## src/rtl/vfifo_stream_reader.sv

```systemverilog
// Drains a versatile-FIFO read port (1-cycle read latency) into a valid/ready stream via a 2-entry skid buffer.
// Optional `VFIFO_READER_LAST_EN: top FIFO bit is end-of-packet -> m_last, and DRAIN stops on a packet boundary.
module vfifo_stream_reader #(
  parameter int data_width = 18,
  parameter int cnt_width  = 16
) (
  input  logic                  clk,
  input  logic                  rst,
  input  logic                  enable,
  input  logic                  flush,
  input  logic [data_width-1:0] fifo_q,
  input  logic                  fifo_empty,
  output logic                  fifo_rd,
`ifdef VFIFO_READER_LAST_EN
  output logic [data_width-2:0] m_data,
  output logic                  m_last,
`else
  output logic [data_width-1:0] m_data,
`endif
  output logic                  m_valid,
  input  logic                  m_ready,
  output logic                  busy,
  output logic [cnt_width-1:0]  word_cnt
);

  typedef enum logic [1:0] {IDLE, RUN, DRAIN} state_t;

  state_t                state_q, state_d;
  logic [1:0]            count_q, count_d;
  logic                  inflight_q;
  logic [data_width-1:0] head_q, head_d, tail_q, tail_d;
  logic [cnt_width-1:0]  cnt_q;
  logic                  pop, push, space, fetch_ok, drain_done;
  logic [2:0]            occ;

  assign m_valid = (count_q != 2'd0);
  assign pop     = m_valid & m_ready;
  assign push    = inflight_q;
  // Occupancy after this cycle's pop, counting the word already on its way from the DPRAM.
  assign occ     = {1'b0, count_q} + {2'b00, inflight_q} - {2'b00, pop};
  assign space   = (occ < 3'd2);

`ifdef VFIFO_READER_LAST_EN
  logic bound_q, bound_d, bound_now;

  // At a packet boundary when the newest fetched word carried last=1.
  assign bound_now  = inflight_q ? fifo_q[data_width-1] : bound_q;
  assign fetch_ok   = (state_q == RUN) | ((state_q == DRAIN) & ~bound_now);
  assign drain_done = (count_q == 2'd0) & ~inflight_q & bound_q;
  assign m_data     = head_q[data_width-2:0];
  assign m_last     = head_q[data_width-1];

  always_comb begin
    bound_d = bound_q;
    if (push) bound_d = fifo_q[data_width-1];
    if (flush) bound_d = 1'b1;
  end
`else
  assign fetch_ok   = (state_q == RUN);
  assign drain_done = (count_q == 2'd0) & ~inflight_q;
  assign m_data     = head_q;
`endif

  assign fifo_rd  = ~rst & fetch_ok & ~fifo_empty & ~flush & space;
  assign busy     = (state_q != IDLE) | (count_q != 2'd0) | inflight_q;
  assign word_cnt = cnt_q;

  always_comb begin
    head_d  = head_q;
    tail_d  = tail_q;
    count_d = count_q;
    unique case ({push, pop})
      2'b10: begin
        if (count_q == 2'd0) head_d = fifo_q;
        else                 tail_d = fifo_q;
        count_d = count_q + 2'd1;
      end
      2'b01: begin
        head_d  = tail_q;
        count_d = count_q - 2'd1;
      end
      2'b11: begin
        if (count_q == 2'd1) head_d = fifo_q;
        else begin
          head_d = tail_q;
          tail_d = fifo_q;
        end
      end
      default: ;
    endcase
    // The captured in-flight word is discarded along with the buffer.
    if (flush) count_d = 2'd0;
  end

  always_comb begin
    state_d = state_q;
    unique case (state_q)
      IDLE:    if (enable) state_d = RUN;
      RUN:     if (!enable) state_d = DRAIN;
      DRAIN: begin
        if (enable)          state_d = RUN;
        else if (drain_done) state_d = IDLE;
      end
      default: state_d = IDLE;
    endcase
    if (flush) state_d = IDLE;
  end

  always_ff @(posedge clk) begin
    if (rst) begin
      state_q    <= IDLE;
      count_q    <= 2'd0;
      inflight_q <= 1'b0;
      head_q     <= '0;
      tail_q     <= '0;
      cnt_q      <= '0;
`ifdef VFIFO_READER_LAST_EN
      bound_q    <= 1'b1;
`endif
    end else begin
      state_q    <= state_d;
      count_q    <= count_d;
      inflight_q <= fifo_rd;
      head_q     <= head_d;
      tail_q     <= tail_d;
      cnt_q      <= cnt_q + cnt_width'(pop);
`ifdef VFIFO_READER_LAST_EN
      bound_q    <= bound_d;
`endif
    end
  end

endmodule

```

## config.mk

```make
export PLATFORM = sky130hd
export DESIGN_NAME = vfifo_stream_reader
export DESIGN_NICKNAME = d
export VERILOG_FILES = /design/src/rtl/vfifo_stream_reader.sv
export SDC_FILE = /design/constraint.sdc
export NUM_CORES = 1
export LEC_CHECK = 0
export ABC_AREA = 1
export CAP_MARGIN = 20
export CELL_PAD_IN_SITES_DETAIL_PLACEMENT = 1
export CELL_PAD_IN_SITES_GLOBAL_PLACEMENT = 2
export CORE_AREA = 2 2 138 86
export DETAILED_ROUTE_END_ITERATION = 7
export DIE_AREA = 0 0 140 88
export PLACE_DENSITY_LB_ADDON = 0.1
export SKIP_CTS_REPAIR_TIMING = 1
export SYNTH_ARGS = -nofsm -noshare
export SYNTH_HDL_FRONTEND = slang
export SYNTH_SLANG_ARGS = --single-unit
```

## constraint.sdc

```tcl
create_clock -name clk -period 2.5 [get_ports clk]
set_input_delay 0.5 -clock clk [delete_from_list [all_inputs] [get_ports clk]]
set_output_delay 0.5 -clock clk [all_outputs]
set_load 0.01 [all_outputs]
```

==> metrics.log <==
INFO  metric outcome = complete, but fails checks
INFO  metric violations = DRC, setup timing
INFO  metric worst-slew-pin-transition = ~0.43 ns
INFO  metric cts_num_sinks = 57
INFO  metric utilization = between 30% and 40%
INFO  metric timing.critical_path.arrival = ~2.4 ns
INFO  metric clock_insertion_delay_worst_skew = 0.33 ns
INFO  metric synth.ff_latch_count = 57
INFO  metric drcViolationCount = 3
INFO  metric area_grow_syn2layout = 48.54%
INFO  metric worst_path_dominant_cell_family = adder cells
INFO  metric dp_worst_setup_slack = -1.204 ns
INFO  metric cts.path.max_buffers = 2
INFO  metric cp_max_fo = 2
INFO  metric layout.cells.most_common_list = 58 x clkdlybuf4s50_1, 56 x nand2_1, 55 x dfxtp_1
INFO  metric r2r_setup_slack = 0.24 ns
INFO  metric fp-row-count = 30
INFO  metric synth_warnings = 0
INFO  metric fillers = 1,298
INFO  metric clk_transition_reported_paths = 0.05 ns
INFO  metric p_total = 2.570 mW
INFO  metric grt_antenna_before_repair = 0
INFO  metric post_synth_instance_area = 2701 um2
INFO  metric slew_violations = 0
INFO  metric routed_wire_length_per_instance = 14.25 um
INFO  metric hold_worst_slack = around 0.48 ns
INFO  metric dieArea = approximately 12,000 um2
INFO  metric min_period_over_period = 116.3%
INFO  metric netlist-cell-type-count = 30
INFO  metric wire_length_of_the_first_global_routing_pass = 13,700 um
INFO  metric hold_path_end = tail_q[13]$_SDFFE_PP0P_
INFO  metric layoutNonFillerInstCount = 583
INFO  metric synthesis.instances = 350
INFO  metric hpwl = around 5900 um
INFO  metric hold_path_depth = 2
INFO  metric num_vias = ~2,500
INFO  metric max_stage_delay = roughly 0.51 ns
INFO  metric dieHeight = 88 um
INFO  metric cellInternalPower = a little over 2 mW
INFO  metric diodes = 0
INFO  metric drt_iter0_drc = 93
INFO  metric worst_r2r_path_depth = 10
INFO  metric detail_route.vias_per_cell = approximately 4.4
INFO  metric detail_route.wirelength = 8310 um
INFO  metric r2r_start = count_q[0]$_SDFFE_PP0N_
INFO  metric grt.overflow.total = 0
INFO  metric track_usage = between 10% and 20%
INFO  metric final.setup.tns = -0.4063 ns
INFO  metric finalHoldViolCount = 0
INFO  metric power_per_cell_area = 640.6 nW/um2
INFO  metric initial_core_utilization = ~24%
INFO  metric post-place-cells = between 500 and 600
INFO  metric clk_root_buffer_cell = clkbuf_16
INFO  metric drive_above_1_share = approximately a fifth
INFO  metric power.switching_fraction = about a fifth
INFO  metric pwr-share-clk = around three fifths
INFO  metric fin_worst_skew = about 0.0057 ns
INFO  metric cts_htree_levels = 3
INFO  metric critPathLaunchType = register
INFO  metric finalCriticalPeriod = 2.906 ns
INFO  metric drv.max_cap_violation_count = 0
INFO  metric rsz_0062_raised_after_global_routing = yes
INFO  metric worst_ir_drop_vdd = roughly 0.34 mV
INFO  metric largest_net_degree_at_the_start_of_global_routing = 37
INFO  metric netSwitchingPower = 0.5212 mW
INFO  metric timing.max_slew.rel_slack = 71.20%
INFO  metric cts_tree = built
INFO  metric min-delay-path-class = reg2reg
INFO  metric share_seq_of_total_power = approximately 36%
INFO  metric power_leakage = between 1.5 and 2 nW
INFO  metric ant_nets = 0
INFO  metric post_synth.cell_area_avg = 7.718 um2
INFO  metric final_net_count = 465
INFO  metric buffer_ports.inserted = 60
INFO  metric cp_cell_sequence = inv_2, ha_4, or2_4, ha_4, nor2_4, inv_2, fa_2, nand3b_1, nor4_4, buf_2
INFO  metric worst_r2r_endpoint = inflight_q$_SDFF_PP0_
INFO  metric gpl.final_weighted_congestion = around 0.76
INFO  metric critical_path_buf_inv_count = 3
INFO  metric worst_hold_startpoint = tail_q[13]$_SDFFE_PP0P_
INFO  metric achievable-frequency = approximately 340 MHz
INFO  metric final_worst_setup_slack = -0.4063 ns
INFO  metric drt_pre_antenna_iters = 6
INFO  metric worstPathRequired = around 2 ns
INFO  metric die_w = 140 um
INFO  metric final_common_cell = clkdlybuf4s50_1
INFO  metric ys_seq_area_share = around 42%
INFO  metric cell_with_the_largest_stage_delay_on_the_worst_path = fa_2
INFO  metric dpl_cell_area = 3628 um2
INFO  metric cell_area_after_layout = between 4000 and 5000 um2
INFO  metric crit_type = reg2out
INFO  metric combinational_group_share_of_total_power = under 10%
INFO  metric numCtsBuffers = 9
INFO  metric via_count_of_the_first_global_routing_pass = 2,562
INFO  metric setup.worst_path.end_class = primary output
INFO  metric ioPinCount = 61
INFO  metric final-setup-viol-count = 1
INFO  metric floorplan.core_area = 11,070 um2
INFO  metric syn-num-nets = 381
per-layer routing:
layer / share of wire (%) / GRT usage [%]
met5: 0 / 0
met4: 1.1 / 4.683
met3: 5.0 / 4.757
met2: 39 / 20.38
met1: 55 / 20.92
worst max-delay path by stage:
stage | end | cells past startpoint | from | slack [ns]
floorplan | fifo_rd | 9 | count_q[1]$_SDFFE_PP0N_ | -0.12
global placement | fifo_rd | 10 | m_ready | -1.14
detailed placement | fifo_rd | 10 | m_ready | -1.20
CTS | fifo_rd | 10 | m_ready | -1.20
global route | fifo_rd | 10 | count_q[1]$_SDFFE_PP0N_ | -0.53
finish | fifo_rd | 10 | count_q[0]$_SDFFE_PP0N_ | -0.41
state kept, by name, summed over array words and instances (netlist names):
name        cells
count_q         2
tail_q         18
state_q         2
inflight_q      1
word_cnt       16
m_data         18
worst min-delay path: cells and delay by family (launching register included):
family	cells	cell delay, ns
flops	1	0.30
compound gates	1	0.06
simple gates	1	0.07
Yosys cell counts (all sizes together):
| master | instances | area share (%) |
|---|---|---|
| clkbuf | 3 | 0.42 |
| ha | 6 | 2.8 |
| nor2 | 26 | 4.0 |
| nor3 | 2 | 0.37 |
| o21a | 1 | 0.28 |
| xnor2 | 2 | 0.65 |
| dfxtp | 57 | 42 |
| nand3 | 30 | 6.0 |
| or2 | 1 | 0.32 |
| nor4 | 3 | 0.69 |
| fa | 1 | 0.74 |
| a21oi | 46 | 9.9 |
| inv | 41 | 5.7 |
| nand2 | 71 | 12 |
| nand3b | 3 | 1.3 |
| o21ai | 40 | 7.4 |
| xor2 | 2 | 0.65 |
| nand4 | 4 | 0.93 |
| buf | 11 | 4.0 |
power by group through the flow:
stage | Combinational (mW) | Clock (mW) | Sequential, mW
final | 0.152 | 1.50 | 0.922
after detailed placement | 0.152 | 0 | 0.942
after floorplan | 0.0585 | 0 | 0.945
after CTS | 0.154 | 1.53 | 0.922
after global routing | 0.167 | 1.57 | 0.923
after global placement | 0.151 | 0 | 0.942
logic make-up after synthesis:
kind of cell,after synthesis,synth area share [%]
compound gates,87,17.60
xor+xnor,4,1.297
fa+ha+maj,7,3.520
buf+inv,55,10.10
flops,57,42.24
simple gates,140,25.24
final cells by class:
class	instances	area, um2	area share [%]
Clock inverter	4	97.59	2.432
Timing Repair Buffer	87	825.8	20.58
Tap cell	144	180.2	4.490
Inverter	41	153.9	3.835
Sequential cell	57	1144	28.50
Multi-Input combinational cell	238	1345	33.52
Clock buffer	12	266.5	6.642
Note: power is estimated with default switching activity, not from simulation.
